<file path="config.mk">
export PLATFORM = sky130hd
export DESIGN_NAME = regfile_wb_arbiter
export DESIGN_NICKNAME = d
export VERILOG_FILES = /design/src/rtl/regfile_pkg.sv /design/src/rtl/regfile_wb_arbiter_scoreboard.sv /design/src/rtl/regfile_wb_arbiter.sv
export SDC_FILE = /design/constraint.sdc
export NUM_CORES = 1
export LEC_CHECK = 0
export CELL_PAD_IN_SITES_DETAIL_PLACEMENT = 1
export CELL_PAD_IN_SITES_GLOBAL_PLACEMENT = 1
export CORE_ASPECT_RATIO = 1.25
export CORE_MARGIN = 3
export CORE_UTILIZATION = 37
export DETAILED_ROUTE_END_ITERATION = 12
export GPL_ROUTABILITY_DRIVEN = 1
export PLACE_DENSITY_LB_ADDON = 0.25
export SLEW_MARGIN = 20
export SYNTH_ARGS = -nofsm -noshare
export SYNTH_HDL_FRONTEND = slang
export SYNTH_SLANG_ARGS = --single-unit
export TNS_END_PERCENT = 10
</file>
<file path="constraint.sdc">
create_clock -name Clk -period 2.8 [get_ports Clk]
set_input_delay 0.28 -clock Clk [delete_from_list [all_inputs] [get_ports Clk]]
set_output_delay 0.28 -clock Clk [all_outputs]
set_load 0.01 [all_outputs]
</file>
<file path="src/rtl/regfile_pkg.sv">
// Shared widths and the requester identifiers used by the write-back arbiter.
package regfile_pkg;

    localparam int REG_ADDR_W = 5;
    localparam int DATA_W     = 32;
    localparam int NUM_REGS   = 32;
    localparam logic [REG_ADDR_W-1:0] REG_ZERO = 5'd0;

    typedef enum logic {
        REQ_WB = 1'b0,
        REQ_MC = 1'b1
    } req_id_e;

endpackage

</file>
<file path="src/rtl/regfile_wb_arbiter_scoreboard.sv">
// Busy scoreboard for multi-cycle destinations: set on issue, clear on write-back,
// two combinational lookups and a registered double-issue error pulse.
module reg_scoreboard
    import regfile_pkg::*;
(
    input  logic                  clk_i,
    input  logic                  reset_i,
    input  logic                  set_valid_i,
    input  logic [REG_ADDR_W-1:0] set_reg_i,
    input  logic                  clr_valid_i,
    input  logic [REG_ADDR_W-1:0] clr_reg_i,
    input  logic [REG_ADDR_W-1:0] q1_reg_i,
    input  logic [REG_ADDR_W-1:0] q2_reg_i,
    output logic                  q1_busy_o,
    output logic                  q2_busy_o,
    output logic                  iss_err_o
);

    logic [NUM_REGS-1:0] busy_q, busy_d;
    logic                iss_err_q, iss_err_d;
    logic                clr_same;

    assign clr_same = clr_valid_i && (clr_reg_i == set_reg_i);

    // NOTE: every value is assigned at the top of the block so no path leaves a signal unassigned and infers a latch.
    always_comb begin
        busy_d    = busy_q;
        iss_err_d = 1'b0;
        if (clr_valid_i) begin
            busy_d[clr_reg_i] = 1'b0;
        end
        // The set is applied after the clear so a same-register collision leaves the bit busy.
        if (set_valid_i) begin
            busy_d[set_reg_i] = 1'b1;
            iss_err_d         = busy_q[set_reg_i] && !clr_same;
        end
        busy_d[0] = 1'b0;
    end

    // NOTE: the busy vector is reset as a whole; a stale bit would stall decode forever.
    always_ff @(posedge clk_i) begin
        if (reset_i) begin
            busy_q    <= '0;
            iss_err_q <= 1'b0;
        end else begin
            busy_q    <= busy_d;
            iss_err_q <= iss_err_d;
        end
    end

    assign q1_busy_o = busy_q[q1_reg_i];
    assign q2_busy_o = busy_q[q2_reg_i];
    assign iss_err_o = iss_err_q;

endmodule

</file>
<file path="src/rtl/regfile_wb_arbiter.sv">
// Two-requester arbiter for the register file write port with starvation escape.
// Optional same-cycle forwarding of the pending write is enabled with WB_BYPASS_EN.
module regfile_wb_arbiter
    import regfile_pkg::*;
#(
    parameter int STARVE_LIMIT = 4,
    parameter int CNT_W        = 4
)
(
    input  logic                  Clk,
    input  logic                  reset,
    input  logic                  req0_valid,
    input  logic [REG_ADDR_W-1:0] req0_reg,
    input  logic [DATA_W-1:0]     req0_data,
    output logic                  req0_ready,
    input  logic                  req1_valid,
    input  logic [REG_ADDR_W-1:0] req1_reg,
    input  logic [DATA_W-1:0]     req1_data,
    output logic                  req1_ready,
    input  logic                  iss_valid,
    input  logic [REG_ADDR_W-1:0] iss_reg,
    input  logic [REG_ADDR_W-1:0] q1_reg,
    input  logic [REG_ADDR_W-1:0] q2_reg,
    output logic                  q1_busy,
    output logic                  q2_busy,
    output logic                  iss_err,
    output logic                  RegWrite,
    output logic [REG_ADDR_W-1:0] WriteReg,
    output logic [DATA_W-1:0]     WriteData
`ifdef WB_BYPASS_EN
    ,
    output logic                  fwd1_hit,
    output logic                  fwd2_hit,
    output logic [DATA_W-1:0]     fwd1_data,
    output logic [DATA_W-1:0]     fwd2_data
`endif
);

    localparam logic [CNT_W-1:0] LIMIT = CNT_W'(STARVE_LIMIT);

    logic [CNT_W-1:0]      starve_cnt_q, starve_cnt_d;
    logic                  reg_write_q, reg_write_d;
    logic [REG_ADDR_W-1:0] write_reg_q, write_reg_d;
    logic [DATA_W-1:0]     write_data_q, write_data_d;
    logic                  grant_any;
    req_id_e               grant_id;
    logic [REG_ADDR_W-1:0] win_reg;
    logic [DATA_W-1:0]     win_data;

    always_comb begin
        grant_any = 1'b0;
        grant_id  = REQ_WB;
        if (!reset) begin
            if (req1_valid && starve_cnt_q == LIMIT) begin
                grant_any = 1'b1;
                grant_id  = REQ_MC;
            end else if (req0_valid) begin
                grant_any = 1'b1;
                grant_id  = REQ_WB;
            end else if (req1_valid) begin
                grant_any = 1'b1;
                grant_id  = REQ_MC;
            end
        end
    end

    assign req0_ready = grant_any && (grant_id == REQ_WB);
    assign req1_ready = grant_any && (grant_id == REQ_MC);
    assign win_reg    = (grant_id == REQ_MC) ? req1_reg  : req0_reg;
    assign win_data   = (grant_id == REQ_MC) ? req1_data : req0_data;

    always_comb begin
        starve_cnt_d = '0;
        if (req1_valid && !req1_ready) begin
            starve_cnt_d = (starve_cnt_q == LIMIT) ? starve_cnt_q : starve_cnt_q + CNT_W'(1);
        end
        // A write to register 0 is accepted but never reaches the register file.
        reg_write_d  = grant_any && (win_reg != REG_ZERO);
        write_reg_d  = reg_write_d ? win_reg  : write_reg_q;
        write_data_d = reg_write_d ? win_data : write_data_q;
    end

    // NOTE: registered state uses non-blocking assignments so every flop samples pre-edge values.
    always_ff @(posedge Clk) begin
        if (reset) begin
            starve_cnt_q <= '0;
            reg_write_q  <= 1'b0;
            write_reg_q  <= '0;
            write_data_q <= '0;
        end else begin
            starve_cnt_q <= starve_cnt_d;
            reg_write_q  <= reg_write_d;
            write_reg_q  <= write_reg_d;
            write_data_q <= write_data_d;
        end
    end

    assign RegWrite  = reg_write_q;
    assign WriteReg  = write_reg_q;
    assign WriteData = write_data_q;

    reg_scoreboard u_scoreboard (
        .clk_i       (Clk),
        .reset_i     (reset),
        .set_valid_i (iss_valid),
        .set_reg_i   (iss_reg),
        .clr_valid_i (req1_ready),
        .clr_reg_i   (req1_reg),
        .q1_reg_i    (q1_reg),
        .q2_reg_i    (q2_reg),
        .q1_busy_o   (q1_busy),
        .q2_busy_o   (q2_busy),
        .iss_err_o   (iss_err)
    );

`ifdef WB_BYPASS_EN
    assign fwd1_hit  = reg_write_q && (write_reg_q == q1_reg) && (q1_reg != REG_ZERO);
    assign fwd2_hit  = reg_write_q && (write_reg_q == q2_reg) && (q2_reg != REG_ZERO);
    assign fwd1_data = write_data_q;
    assign fwd2_data = write_data_q;
`endif

endmodule

</file>
## Word level (Yosys, flattened, before mapping)

Cells that the tools add are included.

- Bits in registers: 75
- Bits of input ports: 94
- Output and inout port bits: 43
- Word-level logic and storage cells: 57

- Add/sub/neg operators: 1
- Order comparisons: 6
- Equality and inequality tests: 2
- Multiplexer cells: 21
- Bitwise operators: 6
- Reduce and logical (&&, ||, !) cells: 14

Operators with widths:

| operator | count |
|---|---|
| $mux 32 | 3 |
| $and 32x32->32 | 1 |
| $not 32->32 | 1 |
| $or 32x32->32 | 1 |
| $lt 5x6->1 const B | 4 |
| $bmux 1 s5 | 3 |
| $mux 1 | 12 |
| $demux 1 s5 | 2 |
| $ge 5x1->1 const B | 2 |
| $logic_and 1x1->1 | 9 |
| $eq 5x5->1 | 1 |
| $mux 5 | 1 |
| $reduce_bool 5->1 | 1 |
| $add 4x1->4 const B | 1 |
| $eq 4x3->1 const B | 1 |
| $reduce_or 2->1 | 2 |
| $not 1->1 | 3 |
| $logic_not 1->1 | 2 |

## Depth between registers and ports, before layout

- Depth after elaboration: 9
- Mapped depth: 9
- Mapped depth without buffers: 7

## Cells and area by module

From an unflattened synthesis, not the netlist that was laid out.

- Cells, all modules: 441
- Area total of the unflattened synthesis: 4367.9 µm²

Modules (own cells, without submodules):

| module | times used | cells an instance | area an instance (µm²) | sequential area each (µm²) |
|---|---|---|---|---|
| reg_scoreboard | 1 | 248 | 2232.1 | 640.6 |
| regfile_wb_arbiter | 1 | 193 | 2135.8 | 840.8 |

## Worst setup path before layout

OpenSTA, ideal clock, no wires.

- Kind: register -> output
- Start: register starve_cnt_q[0]
- End: output port req0_ready
- Arrival: 1.780 ns
- Data required time: 2.520 ns
- Slack: 0.740 ns
- Cell stages (with the launch flop): 9
- Path buffers: 2
- Cell sequence: dfxtp_1 -> inv_1 -> ha_1 -> and3b_1 -> clkbuf_1 -> o21ai_2 -> buf_2 -> inv_1 -> nor2_1

- Longest elaborated chain between the ends: 6
- Elaborated cells on any way between the ends: 8
- Those cells by class: 1 x eq/ne; 4 x mux; 1 x bitwise; 2 x reduce/logical

RTL lines:

| what | line | text |
|---|---|---|
| start: declaration | regfile_wb_arbiter.sv:41 | `logic [CNT_W-1:0] starve_cnt_q, starve_cnt_d;` |
| start signal: assignment | regfile_wb_arbiter.sv:91 | `starve_cnt_q <= starve_cnt_d;` |
| $eq 4x3->1 (*) | regfile_wb_arbiter.sv:54 | `if (req1_valid && starve_cnt_q == LIMIT) begin` |
| $logic_and 1x1->1 (*) | regfile_wb_arbiter.sv:54 |  |
| $mux 1 | regfile_wb_arbiter.sv:54 |  |
| $mux 1 | regfile_wb_arbiter.sv:53 | `if (!reset) begin` |
| $not 1->1 | regfile_wb_arbiter.sv:67 | `assign req0_ready = grant_any && (grant_id == REQ_WB);` |
| $logic_and 1x1->1 (*) | regfile_wb_arbiter.sv:67 |  |
| end: declaration | regfile_wb_arbiter.sv:15 | `output logic req0_ready,` |

Every way passes the cells marked *; elsewhere a longest branch is shown, timed or not.

## Worst setup path in the final report

- Start: input port q1_reg[0]
- End: output port q1_busy

- Longest elaborated chain between the ends: 2

RTL lines:

| what | line | text |
|---|---|---|
| start: declaration | regfile_wb_arbiter.sv:22 | `input logic [REG_ADDR_W-1:0] q1_reg,` |
| $bmux 1 s5 | regfile_wb_arbiter_scoreboard.sv:51 | `assign q1_busy_o = busy_q[q1_reg_i];` |
| $mux 1 (implied by the code) | regfile_wb_arbiter_scoreboard.sv:51 |  |
| end: declaration | regfile_wb_arbiter.sv:24 | `output logic q1_busy,` |

No other way between the ends. The select of a mux whose other input is x is not followed.

==> impl_metrics.csv <==
group,metric,value,unit
clocking,postCtsSetupBuffers,0,
synthesis,synthAdderAreaFrac,0.00589,
floorplan,start_util,0.381,
detailed_routing,wl,14.2,mm
global_routing,grt_first_pass_wirelength,22.9,mm
synthesis,ys_types,48,
setup_path,startpoint,"q1_reg[0]",
clocking,cts.root.buffer_cell,"clkbuf_16",
synthesis,synth.top_cell.area_share,0.349,
setup_path,reg2reg_from,"starve_cnt_q[0]$_SDFFE_PP0P_",
detailed_routing,first_iter_violations,113,
clocking,ctsResizeCount,0,
pwr,total_power,2860,uW
sta,timing.fmax,0.372,GHz
pwr,switchingPower,731,uW
final_layout,antenna_cells,0,
clocking,cts_buffers,9,
pwr,ir_drop,0.000281,V
global_routing,grt_pass1_vias,4574,
synthesis,synth_edf_count,0,
floorplan,row_count,43,
pwr,powerDensity,469,mW/mm^2
sta,min_period,2.69,ns
min_path,hp-class,"flip-flop to flip-flop",
detailed_routing,antenna_left,0,
status,status,"finished clean",
job,max_cap_viol_count,0,
global_routing,grt_overflow,0,
final_layout,seq_area,0.00148,sq mm
sta,slew_headroom,0.594,
setup_path,worst_setup_path_start_kind,"input port",
sta,setup_viol,0,
setup_path,end_kind,"output port",
synthesis,synth_warnings,0,
synthesis,synthSimpleGateAreaFrac,0.136,
pwr,pwr-share-comb,0.207,
synthesis,synth_area,0.00425,sq mm
global_routing,groute.usage.overall,0.228,
floorplan,die-area,0.0128,sq mm
min_path,hp-start,"WriteData[21]$_SDFFE_PP0P_",
floorplan,die_w,102,um
clocking,cts_tree,"built",
pwr,swShare,0.256,
synthesis,synth-compound-area-share,0.146,
synthesis,ys_top_cells_by_area,"dfxtp_1 35%, mux2i_1 19%, mux4_2 9.0%",
synthesis,synth_xor_area_frac,0.0124,
clocking,clkLatencyLatePin,0.34,ns
floorplan,ios,137,
synthesis,yosysMostFrequentCell,"mux2i_1",
clocking,clk_path_buf_depth,2,
sta,finalHoldViolations,0,
detailed_routing,dr_total_vias,4058,
final_layout,drive_gt1_frac,0.111,
synthesis,syn_avg_cell_area,9.40,sq um
pwr,power.share.sequential,0.404,
synthesis,synthTopCellsByCount,"79 x mux2i_1, 75 x nand2_1, 74 x dfxtp_1",
place,port_buffers,136,
sta,fin_crit_sh,0.961,
pwr,total_leakage_power,0.00254,uW
pwr,p_int,2130,uW
setup_path,crit_fanout,7,
synthesis,async_flop_share,0,
clocking,clk_pin_slew_worst_paths,0.06,ns
clocking,cts_num_sinks,74,
detailed_routing,vias_per_cell,5.57,
synthesis,ys_ff_latch,74,
clocking,ctsHoldBuffers,0,
synthesis,synth_area_leader_cell,"dfxtp_1",
final_layout,multiInputGateArea,0.00254,sq mm
synthesis,ys.flop_type,"dfxtp_1",
setup_path,cp.required,2.52,ns
final_layout,fill_cells,1252,
sta,max_slew.worst_pin.slew,0.605,ns
synthesis,synth_top_family_by_area,"multiplexers",
sta,rsz0062_at_grt,"false",
final_layout,layout.nets,684,
place,gp_congestion,0.872,
global_routing,grt_max_degree,35,
detailed_routing,wl_per_cell,19.5,um
setup_path,arrival,2.41,ns
final_layout,areaGrowthSynthToFinish,43.5,%
synthesis,seq_area_frac_synth,0.349,
synthesis,synth_nets,548,
pwr,p_clk_frac,0.388,
floorplan,core,0.0111,sq mm
detailed_routing,first_pass_iters,4,
floorplan,fp.dieH,126,um
clocking,cts_max_level,3,
sta,fin_skew,0.00609,ns
place,dp_hpwl,11.3,mm
detailed_routing,drc,0,
setup_path,crit_type,"input port to output port",
synthesis,synth_mux_area_frac,0.298,
synthesis,syn_inst,452,
sta,report.final.slew_viol_count,0,
global_routing,antenna_found_initial,0,
sta,final.setup.tns,0,ns
through the flow:
step | utilization | hold WS, ns | worst slack (ns) | instance area, sq um | instances
2_1_floorplan | - | 0.430 | 0.740 | 4250 | 452
3_5_place_dp | 0.522 | 0.454 | 0.106 | 5810 | 712
6_report | 0.547 | 0.458 | 0.110 | 6090 | 728
4_1_cts | 0.547 | 0.463 | 0.0945 | 6090 | 728
5_1_grt | 0.547 | 0.487 | 0.0144 | 6090 | 728
3_3_place_gp | 0.522 | 0.440 | 0.120 | 5810 | 712
worst max-delay path: stages:
cell and delay (ns):
clkdlybuf4s50_1 0.51, buf_12 0.14, mux4_2 0.49, mux2i_1 0.14, o32ai_1 0.10, a211o_1 0.27
clkdlybuf4s50_1 0.47
final cells by class:
| class | count | area share |
|---|---|---|
| tap | 135 | 0.0277 |
| clock buffer | 14 | 0.0450 |
| clock inverter | 2 | 0.00164 |
| sequential | 74 | 0.243 |
| timing repair buffer | 157 | 0.256 |
| inverter | 14 | 0.00944 |
| multi-input combinational | 332 | 0.417 |
final timing paths:
| kind | end | slack (ns) | cells after the start |
|---|---|---|---|
| max | q1_busy | 0.11 | 7 |
| min | WriteData[21]$_SDFFE_PP0P_ | 0.46 | 2 |
| max reg2reg | WriteData[20]$_SDFFE_PP0P_ | 0.68 | 7 |
| min reg2reg | WriteData[21]$_SDFFE_PP0P_ | 0.46 | 2 |
power groups by stage:
stage | logic, uW | registers (uW) | clock network (uW)
final | 593 | 1160 | 1110
after global routing | 640 | 1160 | 1170
after floorplan | 232 | 1200 | 0
after CTS | 601 | 1160 | 1130
after global placement | 581 | 1170 | 0
after detailed placement | 597 | 1180 | 0
cell usage in the layout, fill, tap and decap left out, drive strengths merged, types with 7 or more instances in the layout:
cell type | Yosys | final
a21oi | 34 | 34
and3 | 7 | 7
buf | 16 | 21
clkbuf | 16 | 14
clkdlybuf4s50 | 0 | 135
dfxtp | 74 | 74
inv | 12 | 12
mux2 | 8 | 8
mux2i | 79 | 79
mux4 | 17 | 17
nand2 | 75 | 75
nand3b | 8 | 8
o21ai | 33 | 33
sequential cells by signal, indices dropped and copies added, names as in the netlist:
signal	count
WriteReg	5
u_scoreboard.iss_err_o	1
RegWrite	1
u_scoreboard.busy_q	31
starve_cnt_q	4
WriteData	32
per-layer routing:
layer | vias to the layer above | GRT usage | routed length (um) | part of all wire
met5 | - | 0 | 0 | 0
met3 | 41 | 0.0831 | 1220 | 0.086
met1 | 1921 | 0.243 | 5200 | 0.37
met2 | 171 | 0.399 | 7230 | 0.51
met4 | 0 | 0.0996 | 518 | 0.037
li1 | 1925 | - | - | -
cells by family (layout without fill, tap and decap cells):
kind of cell             after synthesis  after routing
AO/OA/AOI/OAI                         99             99
XOR/XNOR                               6              6
adder cells (fa/ha/maj)                2              2
buffers and inverters                 46            187
flip-flops                            74             74
multiplexers                         104            104
AND/OR/NAND/NOR                      121            121
Note: power is estimated with default switching activity, not from simulation.
